--- config.mk ---
export PLATFORM = sky130hd
export DESIGN_NAME = copro_result_buffer
export DESIGN_NICKNAME = d
export VERILOG_FILES = /design/src/rtl/cvxif_instr_pkg.sv /design/src/rtl/copro_result_fifo.sv /design/src/rtl/copro_result_buffer.sv
export SDC_FILE = /design/constraint.sdc
export NUM_CORES = 1
export LEC_CHECK = 0
export BUFFER_PORTS_ARGS = -buffer_cell sky130_fd_sc_hd__clkbuf_2
export CAP_MARGIN = 20
export CORE_UTILIZATION = 61
export DETAILED_ROUTE_END_ITERATION = 7
export PLACE_DENSITY = 0.84
export SLEW_MARGIN = 40
export SYNTH_ARGS = -nofsm -noshare
export SYNTH_HDL_FRONTEND = slang
export SYNTH_SLANG_ARGS = --single-unit
--- constraint.sdc ---
create_clock -name clk_i -period 3.6 [get_ports clk_i]
set_input_delay 0.54 -clock clk_i [delete_from_list [all_inputs] [get_ports clk_i]]
set_output_delay 0.54 -clock clk_i [all_outputs]
set_load 0.01 [all_outputs]
--- src/rtl/cvxif_instr_pkg.sv ---
// cvxif_instr_pkg: shared constants for the CV-X-IF coprocessor result path
package cvxif_instr_pkg;
  localparam int COPRO_RESULT_DEPTH = 4;
  localparam int RD_W = 5;
endpackage

--- src/rtl/copro_result_fifo.sv ---
// copro_result_fifo: in-order DEPTH x entry_t storage with push/pop/flush, pointers and occupancy count
module copro_result_fifo #(
  parameter int DEPTH = 4,
  parameter type entry_t = logic
) (
  input  logic                         clk_i,
  input  logic                         rst_i,
  input  logic                         flush_i,
  input  logic                         push_i,
  input  logic                         pop_i,
  input  entry_t                       wdata_i,
  output entry_t                       rdata_o,
  output logic [$clog2(DEPTH+1)-1:0]   count_o
);
  localparam int AW = $clog2(DEPTH);
  localparam int CW = $clog2(DEPTH+1);
  entry_t mem [DEPTH];
  logic [AW-1:0] wptr, rptr;
  assign rdata_o = mem[rptr];
  // pointers and count; flush discards any same-cycle push/pop
  always_ff @(posedge clk_i or posedge rst_i) begin
    if (rst_i) begin
      wptr    <= '0;
      rptr    <= '0;
      count_o <= '0;
    end else if (flush_i) begin
      wptr    <= '0;
      rptr    <= '0;
      count_o <= '0;
    end else begin
      if (push_i) wptr <= wptr + AW'(1);
      if (pop_i) rptr <= rptr + AW'(1);
      count_o <= count_o + CW'(push_i) - CW'(pop_i);
    end
  end
  // entry storage; contents need no reset because empty slots are never presented
  always_ff @(posedge clk_i) begin
    if (push_i && !flush_i) mem[wptr] <= wdata_i;
  end
endmodule

--- src/rtl/copro_result_buffer.sv ---
// copro_result_buffer: buffers ALU results in order for the CV-X-IF result interface.
// Optional zero-latency bypass when empty: define COPRO_RESULT_BUFFER_BYPASS_EN.
module copro_result_buffer
  import cvxif_instr_pkg::*;
#(
  parameter int  XLEN     = 32,
  parameter int  DEPTH    = COPRO_RESULT_DEPTH,
  parameter type hartid_t = logic,
  parameter type id_t     = logic
) (
  input  logic                       clk_i,
  input  logic                       rst_i,
  input  logic                       flush_i,
  input  logic                       alu_valid_i,
  input  logic [XLEN-1:0]            alu_result_i,
  input  hartid_t                    alu_hartid_i,
  input  id_t                        alu_id_i,
  input  logic [RD_W-1:0]            alu_rd_i,
  input  logic                       alu_we_i,
  output logic                       full_o,
  output logic [$clog2(DEPTH+1)-1:0] count_o,
  output logic                       overflow_o,
  output logic                       result_valid_o,
  input  logic                       result_ready_i,
  output logic [XLEN-1:0]            result_data_o,
  output hartid_t                    result_hartid_o,
  output id_t                        result_id_o,
  output logic [RD_W-1:0]            result_rd_o,
  output logic                       result_we_o
);
  localparam int CW = $clog2(DEPTH+1);
  typedef struct packed {
    logic [XLEN-1:0] result;
    hartid_t         hartid;
    id_t             id;
    logic [RD_W-1:0] rd;
    logic            we;
  } entry_t;
  entry_t alu_e, head, out_e;
  logic has, byp, pop, push, at_cap;
  assign alu_e  = '{alu_result_i, alu_hartid_i, alu_id_i, alu_rd_i, alu_we_i};
  assign has    = count_o != '0;
  assign at_cap = count_o == CW'(DEPTH);
`ifdef COPRO_RESULT_BUFFER_BYPASS_EN
  assign byp = !has && alu_valid_i && !flush_i;
`else
  assign byp = 1'b0;
`endif
  assign pop            = has && result_ready_i;
  assign push           = alu_valid_i && !(byp && result_ready_i) && (!at_cap || pop);
  assign result_valid_o = has || byp;
  assign full_o         = count_o >= CW'(DEPTH-1);
  assign out_e          = has ? head : byp ? alu_e : '0;
  assign result_data_o   = out_e.result;
  assign result_hartid_o = out_e.hartid;
  assign result_id_o     = out_e.id;
  assign result_rd_o     = out_e.rd;
  assign result_we_o     = out_e.we;
  copro_result_fifo #(.DEPTH(DEPTH), .entry_t(entry_t)) fifo (
    .clk_i   (clk_i),
    .rst_i   (rst_i),
    .flush_i (flush_i),
    .push_i  (push),
    .pop_i   (pop),
    .wdata_i (alu_e),
    .rdata_o (head),
    .count_o (count_o)
  );
  // sticky overflow: a push was dropped because every slot was occupied and none retired
  always_ff @(posedge clk_i or posedge rst_i) begin
    if (rst_i) overflow_o <= 1'b0;
    else if (alu_valid_i && !flush_i && at_cap && !pop) overflow_o <= 1'b1;
  end
endmodule

## Yosys cells after proc, flatten, opt, wreduce, memory -nomap -nowiden

Memory sizes are Yosys's and may differ from the RTL's.
Cells that the tools add are included.

- Word-level logic and storage cells: 32
- Bits in writable memories: 160
- Memories kept: 1
- Register bits: 8

- $add $sub $neg: 4
- Muxes and demuxes: 8
- Reduce and logical (&&, ||, !) cells: 13
- Equality and inequality tests: 1
- Magnitude comparators: 1

Memory list:

| name | words | width | read ports | clocked after memory_dff | wr ports | line | text |
|---|---|---|---|---|---|---|---|
| fifo.mem | 4 | 40 | 1 | 0 | 1 | copro_result_fifo.sv:17 | `entry_t mem [DEPTH];` |

Operator list:

| cell | number |
|---|---|
| two-way mux 40 bit | 1 |
| two-way mux 2 bit | 4 |
| logical AND 1 bit | 6 |
| adder 2 x 1 -> 2 bit, second input constant | 2 |
| nonzero test 2 bit | 2 |
| adder 3 x 1 -> 3 bit | 1 |
| equality test 3 bit, second input constant | 1 |
| >= comparator 3 x 2 -> 1 bit, second input constant | 1 |
| zero test 1 bit | 3 |
| two-way mux 3 bit | 1 |
| nonzero test 3 bit | 1 |
| subtractor 3 x 1 -> 3 bit | 1 |
| two-way mux 1 bit | 2 |
| logical OR 1 bit | 1 |

## Depth between registers and ports, before layout

Gate-level depths: netlist of the first run.

- Depth after elaboration: 7
- Mapped depth: 10
- Gate-level depth less buffers: 10

## Hierarchy

A second synthesis of the first run with hierarchy kept.

- Cell total of the unflattened synthesis: 302
- Area total of the unflattened synthesis: 6638.9 sq um

Modules (own cells, without submodules):

| module | area each (sq um) | times used | cells an instance |
|---|---|---|---|
| copro_result_fifo | 6253.5 | 1 | 248 |
| copro_result_buffer | 385.4 | 1 | 54 |

## Worst setup path after synthesis of the first run

Ideal clock, no wire load.

- Path type: input to register
- Start point: in flush_i
- End point: mem fifo.mem[0][0] in the netlist's numbering (enable)
- Required time: 3.199 ns
- Setup time: 0.401 ns
- Stages on the path: 3
- Setup slack: 1.181 ns
- Data arrival time: 2.018 ns
- Path buffers: 1
- Cell sequence: clkbuf_1 -> nor3b_1 -> and2_1

- Word-level cells in the longest chain between the ends: 4

RTL lines:

| what | line | text |
|---|---|---|
| start: declaration | copro_result_buffer.sv:13 | `input logic flush_i,` |
| zero test 1 bit | copro_result_fifo.sv:38 | `if (push_i && !flush_i) mem[wptr] <= wdata_i;` |
| logical AND 1 bit | copro_result_fifo.sv:38 |  |
| two-way mux 1 bit | copro_result_fifo.sv:38 |  |
| two-way mux 1 bit (implied by the code) | copro_result_fifo.sv:38 |  |
| end: declaration | copro_result_fifo.sv:17 |  |

No other way between the ends.

## Worst setup path after layout of the first run

- Start point: reg fifo.rptr[0]
- End point: out result_data_o[22]

- Word-level cells in the longest chain between the ends: 2

RTL lines:

| what | line | text |
|---|---|---|
| start: declaration | copro_result_fifo.sv:18 | `logic [AW-1:0] wptr, rptr;` |
| start signal: assignment | copro_result_fifo.sv:32 | `if (pop_i) rptr <= rptr + AW'(1);` |
| memory read (4 x 40 bit) | n/a |  |
| two-way mux 40 bit | copro_result_buffer.sv:53 | `assign out_e = has ? head : byp ? alu_e : '0;` |
| end: declaration | copro_result_buffer.sv:25 | `output logic [XLEN-1:0] result_data_o,` |

No other way between the ends.

==> impl_metrics.csv, run 1 <==
group,metric,value,unit
floorplanning,die_area,11300,sq um
setup_path,crit_path_max_incr_delay,0.56,ns
sta,fmax,0.354,GHz
setup_path,worstPathCellList,"buf_4, mux4_2, nor2b_1, clkbuf_2",
power_and_ir_drop,peakVddDrop,0.000437,V
sta,relSlewSlack,48.6,%
floorplanning,core-area,10500,sq um
synth,synthMuxAreaShare,14.0,%
synth,synth_cell_types,27,
setup_path,worstPathArrival,2.29,ns
sta,clock_skew,0.00630,ns
run,cap_viol_max_count,0,
synth,yosysWarningCount,0,
sta,slew_viol_final,0,
synth,synth_top_flop_cell,"edfxtp_1",
synth,synth_compound_area_share,0.470,%
synth,yosys.area_share.simple,5.87,%
cts,clock_latency,0.52,ns
routing,routed_via_density,5.78,
finish,num_antenna_cells,0,
sta,holdWs,0.233,ns
synth,synth_nets,362,
sta,finalSetupViolCount,0,
cts,cts_setup_buffers,0,
routing,drt.antenna.violating_nets,0,
finish,finish.utilization,74.5,%
floorplanning,num_io_pins,91,
synth,synth-xor-area-share,0.263,%
setup_path,slowest_stage,"mux4_2",
finish,n_fill_cell,630,
synth,synthArstFlopShare,4.76,%
setup_path,start_kind,"flop",
synth,synthAdderAreaFrac,1.62,%
routing,drc,0,
placement,place.gp.congestion,0.753,
global_route,first_global_vias,3377,
setup_path,worstRegToRegCells,4,
cts,cts.reportedPaths.clkPinSlew,0.07,ns
finish,area_delta_synth_final,17.1,%
sta,period_minus_slack,2.83,ns
synth,synth_area_leader_cell,"edfxtp_1",
sta,fin_crit_sh,78.5,%
floorplanning,placementRows,37,
sta,tightest_slew,0.770,ns
cts,clock_tree.buffer_depth,2,
floorplanning,initial_core_util,63.6,%
global_route,grt_max_degree,44,
cts,htree_levels,4,
cts,clock_sinks,168,
power_and_ir_drop,powerDensity,688,nW/um^2
floorplanning,dieHeight,106,microns
placement,port_buffers,90,
setup_path,reg2reg_slack,1.23,ns
power_and_ir_drop,p_leak,2.76,nW
synth,avgSynthCellArea,21.5,sq um
cts,ctsResizeCount,0,
setup_path,crit_start,"fifo.rptr[0]$_DFFE_PP0P_",
synth,synthTopCellsByArea,"edfxtp_1 (72%), mux4_2 (13%), nor2b_1 (3.6%)",
global_route,grt_pass1_wl,17500,microns
sta,setup_tns,0,ns
cts,cts_inserted_buffers,17,
outcome,status,"finished clean",
cts,cts_root_buffer,"clkbuf_8",
routing,routed_wl,11200,microns
finish,drive_above_1_share,42.2,%
placement,dp_hpwl,6850,microns
setup_path,worstSetupEndpointType,"output pin",
min_path,min_path_type,"primary input to flop",
synth,yosysSeqAreaShare,75.2,%
global_route,grt_overflow,0,
cts,cts_tree,"built",
setup_path,worstPathMaxFanout,15,
global_route,antenna_found_initial,0,
setup_path,required,3.06,ns
synth,synth_top_cell_area_share,72.2,%
setup_path,r2r-start,"fifo.count_o[1]$_DFF_PP0_",
finish,final_nets,465,
synth,synth_edf_count,160,
sta,rsz0062_at_grt,"false",
synth,synthCells,309,
routing,num_vias,3234,
synth,yosysMostFrequentCell,"edfxtp_1",
sta,finalHoldViolCount,0,
floorplanning,die_w,106,microns
setup_path,timing.rr.end,"fifo.mem[3][36]$_DFFE_PP_",
routing,dr.pass1.iters,4,
synth,netlist_area,6650,sq um
setup_path,critPathKind,"flop to output pin",
setup_path,critPathCapture,"result_data_o[22]",
routing,drt-initial-drc-count,133,
synth,ys_ff_latch,168,
global_route,grtUsageTotal,21.8,%
synth,synth_top_family_by_area,"multiplexers",
synth,synth_common_cells,"edfxtp_1 (160), mux4_2 (38), nor2b_1 (38)",
routing,routedWlPerCell,19.9,microns
stage by stage:
| step | std cells | instance area [sq um] | total power, mW | worst slack (ns) |
|---|---|---|---|---|
| 3_5_place_dp | 528 | 7250 | 3.83 | 1.20 |
| 5_1_grt | 560 | 7790 | 5.60 | 0.602 |
| 4_1_cts | 560 | 7790 | 5.42 | 0.701 |
| 6_report | 560 | 7790 | 5.36 | 0.774 |
| 2_1_floorplan | 309 | 6650 | 3.36 | 1.18 |
| 3_3_place_gp | 528 | 7250 | 3.79 | 1.26 |
state kept, by name (all words and copies together) (netlist names):
signal / cells
fifo.rptr: 2
fifo.count_o: 3
fifo.wptr: 2
fifo.mem: 160
overflow_o: 1
power by group:
group	internal (mW)	leakage (nW)	switching [mW]
Sequential	2.25	1.55	0.103
Clock	0.860	0.257	0.743
Combinational	0.674	0.945	0.732
repair_timing:
item,4_1_cts,5_1_grt
setup endpoints to repair,0,0
hold buffers,1,0
endpoints found under the hold margin,8,0
layout by cell type (no fill, tap or decap), types with 4 or more instances in the layout:
cell type and count:
clkbuf_16 16, buf_4 5, nand2_1 4, and2_2 4, ha_1 7, dfrtp_1 6, inv_1 10, nor2b_4 4
inv_6 6, edfxtp_1 160, nor2b_1 38, mux4_2 38, clkbuf_2 90, nor2_1 5, clkinv_4 4
area by class of cell:
class                      instances  area (sq um)  share of cell area [%]
inverter                          10          37.5                   0.482
timing repair buffer              99           558                    7.16
clock inverter                    14           114                    1.46
tap                              136           170                    2.18
clock buffer                      17           414                    5.32
sequential                       168          5010                    64.3
multi-input combinational        116          1490                    19.1
worst min-delay path by stage:
stage | start | end | cells after the start
after CTS | alu_id_i | fifo.mem[2][6]$_DFFE_PP_ | 1
after global routing | alu_id_i | fifo.mem[2][6]$_DFFE_PP_ | 1
final | alu_id_i | fifo.mem[2][6]$_DFFE_PP_ | 1
after detailed placement | overflow_o$_DFFE_PP0P_ | overflow_o$_DFFE_PP0P_ | 1
after global placement | overflow_o$_DFFE_PP0P_ | overflow_o$_DFFE_PP0P_ | 1
after floorplan | rst_i | fifo.count_o[0]$_DFF_PP0_ | 1
cell families after synthesis:
kind of cell,count (synthesis)
DFF,168
and+or+nand+nor,59
muxes,42
buffers and inverters,25
adders and majority gates,8
AOI/OAI and AO/OA,5
xor gates and xnor gates,2
layer usage:
metal  wire [microns]  up-vias  track usage [%]
li1                 -     1439                -
met1             4540     1681             27.4
met2             5940       99             36.9
met3              541       15             5.64
met4              136        0             8.32
met5                0        -                0
worst max-delay path: cells and delay by family (launching register included):
kind	cells	cell delay (ns)
DFF	1	0.52
muxes	1	0.56
buffers and inverters	2	0.52
and+or+nand+nor	1	0.16
No activity file was read; power rests on OpenSTA's default activity.
==> inputs of run 2 (changes only) <==
Settings changed: CORE_UTILIZATION 61 to 57, PLACE_DENSITY 0.84 to 0.79.
Clock period 3.6 ns to 2.6 ns, I/O delays scaled along.
==> impl_metrics.csv, run 2 (same netlist as run 1, synthesis figures left out) <==
group,metric,value,unit
outcome,status,"finished clean",
cts,cts_tree,"built",
sta,fmax,0.408,GHz
finish,n_fill_cell,713,
finish,num_antenna_cells,0,
finish,regMostFlops,"fifo.mem",
finish,reg.largest.list,"fifo.mem (160), fifo.count_o (3)",
sta,tightest_slew,0.499,ns
setup_path,start_kind,"flop",
setup_path,worstPathMaxFanout,10,
global_route,first_global_vias,3291,
global_route,grtUsageTotal,20.2,%
sta,rsz0062_at_grt,"false",
routing,routed_wl,11200,microns
sta,finalHoldViolCount,0,
setup_path,slowest_stage,"dfrtp_2",
floorplanning,core-area,11400,sq um
finish,final_common_cell,"edfxtp_1",
setup_path,cp_num_buf_inv,2,
setup_path,worstPathCellList,"buf_4, mux4_2, nor2b_1, clkbuf_2",
placement,port_buffers,90,
sta,slew_viol_final,0,
global_route,busiest_layer,"met2",
global_route,grt_overflow,0,
floorplanning,die_w,110,microns
setup_path,crit_path_max_incr_delay,0.57,ns
power_and_ir_drop,p_leak,2.83,nW
setup_path,worstRegToRegCells,10,
cts,clock_latency,0.41,ns
global_route,grt_max_degree,44,
finish,final_nets,468,
cts,cts_inserted_buffers,17,
finish,area_delta_synth_final,19.7,%
setup_path,required,2.21,ns
floorplanning,initial_core_util,58.3,%
sta,finalSetupViolCount,0,
sta,holdWs,0.198,ns
sta,relSlewSlack,66.7,%
setup_path,crit_family,"flip-flops",
global_route,grt_use_met2,31.7,%
min_path,holdPathStages,1,
cts,cts_setup_buffers,0,
floorplanning,placementRows,39,
cts,cts.reportedPaths.clkPinSlew,0.06,ns
global_route,gr-usage-met1,26.3,%
power_and_ir_drop,powerDensity,994,nW/um^2
global_route,antenna_found_initial,0,
min_path,min_path_type,"primary input to flop",
sta,clock_skew,0.00757,ns
finish,fin_area,7970,sq um
sta,period_minus_slack,2.45,ns
routing,drt.antenna.violating_nets,0,
routing,drc,0,
cts,clock_sinks,168,
power_and_ir_drop,peakVddDrop,0.000701,V
setup_path,cp_num_cells,4,
setup_path,critPathKind,"flop to output pin",
finish,largest_register_ffs,160,
routing,routedWlPerCell,19.6,microns
setup_path,worstSetupEndpointType,"output pin",
cts,cts_root_buffer,"clkbuf_16",
setup_path,worstPathArrival,2.06,ns
finish,final_cell_mix,"edfxtp_1 (160), clkbuf_2 (90), nor2b_1 (38), mux4_2 (38), clkbuf_16 (17)",
placement,dp_hpwl,6740,microns
cts,htree_levels,4,
routing,drt-initial-drc-count,136,
finish,finish.utilization,69.8,%
run,cap_viol_max_count,0,
global_route,met3_usage,6.58,%
routing,dr.pass1.iters,6,
routing,num_vias,3187,
floorplanning,die_area,12100,sq um
placement,place.gp.congestion,0.698,
floorplanning,dieHeight,110,microns
cts,clock_tree.buffer_depth,2,
global_route,grt_pass1_wl,17000,microns
routing,routed_via_density,5.58,
sta,fin_crit_sh,94.2,%
placement,placed_area,7320,sq um
finish,ff_latch_area,5010,sq um
finish,drive_above_1_share,42.5,%
sta,setup_tns,0,ns
floorplanning,num_io_pins,91,
finish,multiInputGateArea,1490,sq um
[run 2: cell count changes in the layout (fill, tap and decap cells not counted), sizes merged]
cell    previous run  this run
clkinv             6         7
buf                8        11
bufinv             0         5
clkbuf           107       109
inv               17        10
[run 2: repair_timing]
action,CTS,global route
hold buffers,1,0
resized for setup,0,0
endpoints found under the setup margin,0,0
endpoints found under the hold margin,8,0
[run 2: final timing paths]
path	endpoint	start	slack (ns)
max in group asynchronous	fifo.rptr[1]$_DFFE_PP0P_	rst_i	1.87
hold reg to reg	overflow_o$_DFFE_PP0P_	overflow_o$_DFFE_PP0P_	0.47
setup / recovery	result_rd_o[2]	fifo.rptr[0]$_DFFE_PP0P_	0.15
setup reg to reg	fifo.count_o[2]$_DFF_PP0_	fifo.count_o[1]$_DFF_PP0_	0.33
hold / removal	fifo.mem[3][0]$_DFFE_PP_	alu_we_i	0.20
min in group asynchronous	fifo.count_o[2]$_DFF_PP0_	rst_i	0.46
[run 2: per-stage QoR]
step	worst slack [ns]	std cells	power (mW)
2_1_floorplan	0.285	309	4.66
3_3_place_gp	0.398	538	5.31
3_5_place_dp	0.339	538	5.34
4_1_cts	0.104	571	7.98
5_1_grt	0.0360	571	8.28
6_report	0.150	571	7.92
[run 2: final cells by class]
cell class	instances	share of cell area, %
tap	143	2.25
timing repair buffer	102	7.76
clock buffer	19	5.44
sequential	168	62.9
multi-input combinational	116	18.7
inverter	10	0.471
clock inverter	13	2.54
[run 2: layer usage]
layer | wire [microns] | up-vias
li1 | - | 1436
met1 | 4860 | 1646
met2 | 5570 | 93
met3 | 619 | 12
met4 | 168 | 0
met5 | 0 | -
[run 2: where the power goes]
group	internal, mW	total (mW)	switching [mW]
Combinational	0.986	2.02	1.03
Sequential	3.12	3.24	0.127
Clock	1.70	2.65	0.955
Total	5.80	7.92	2.12
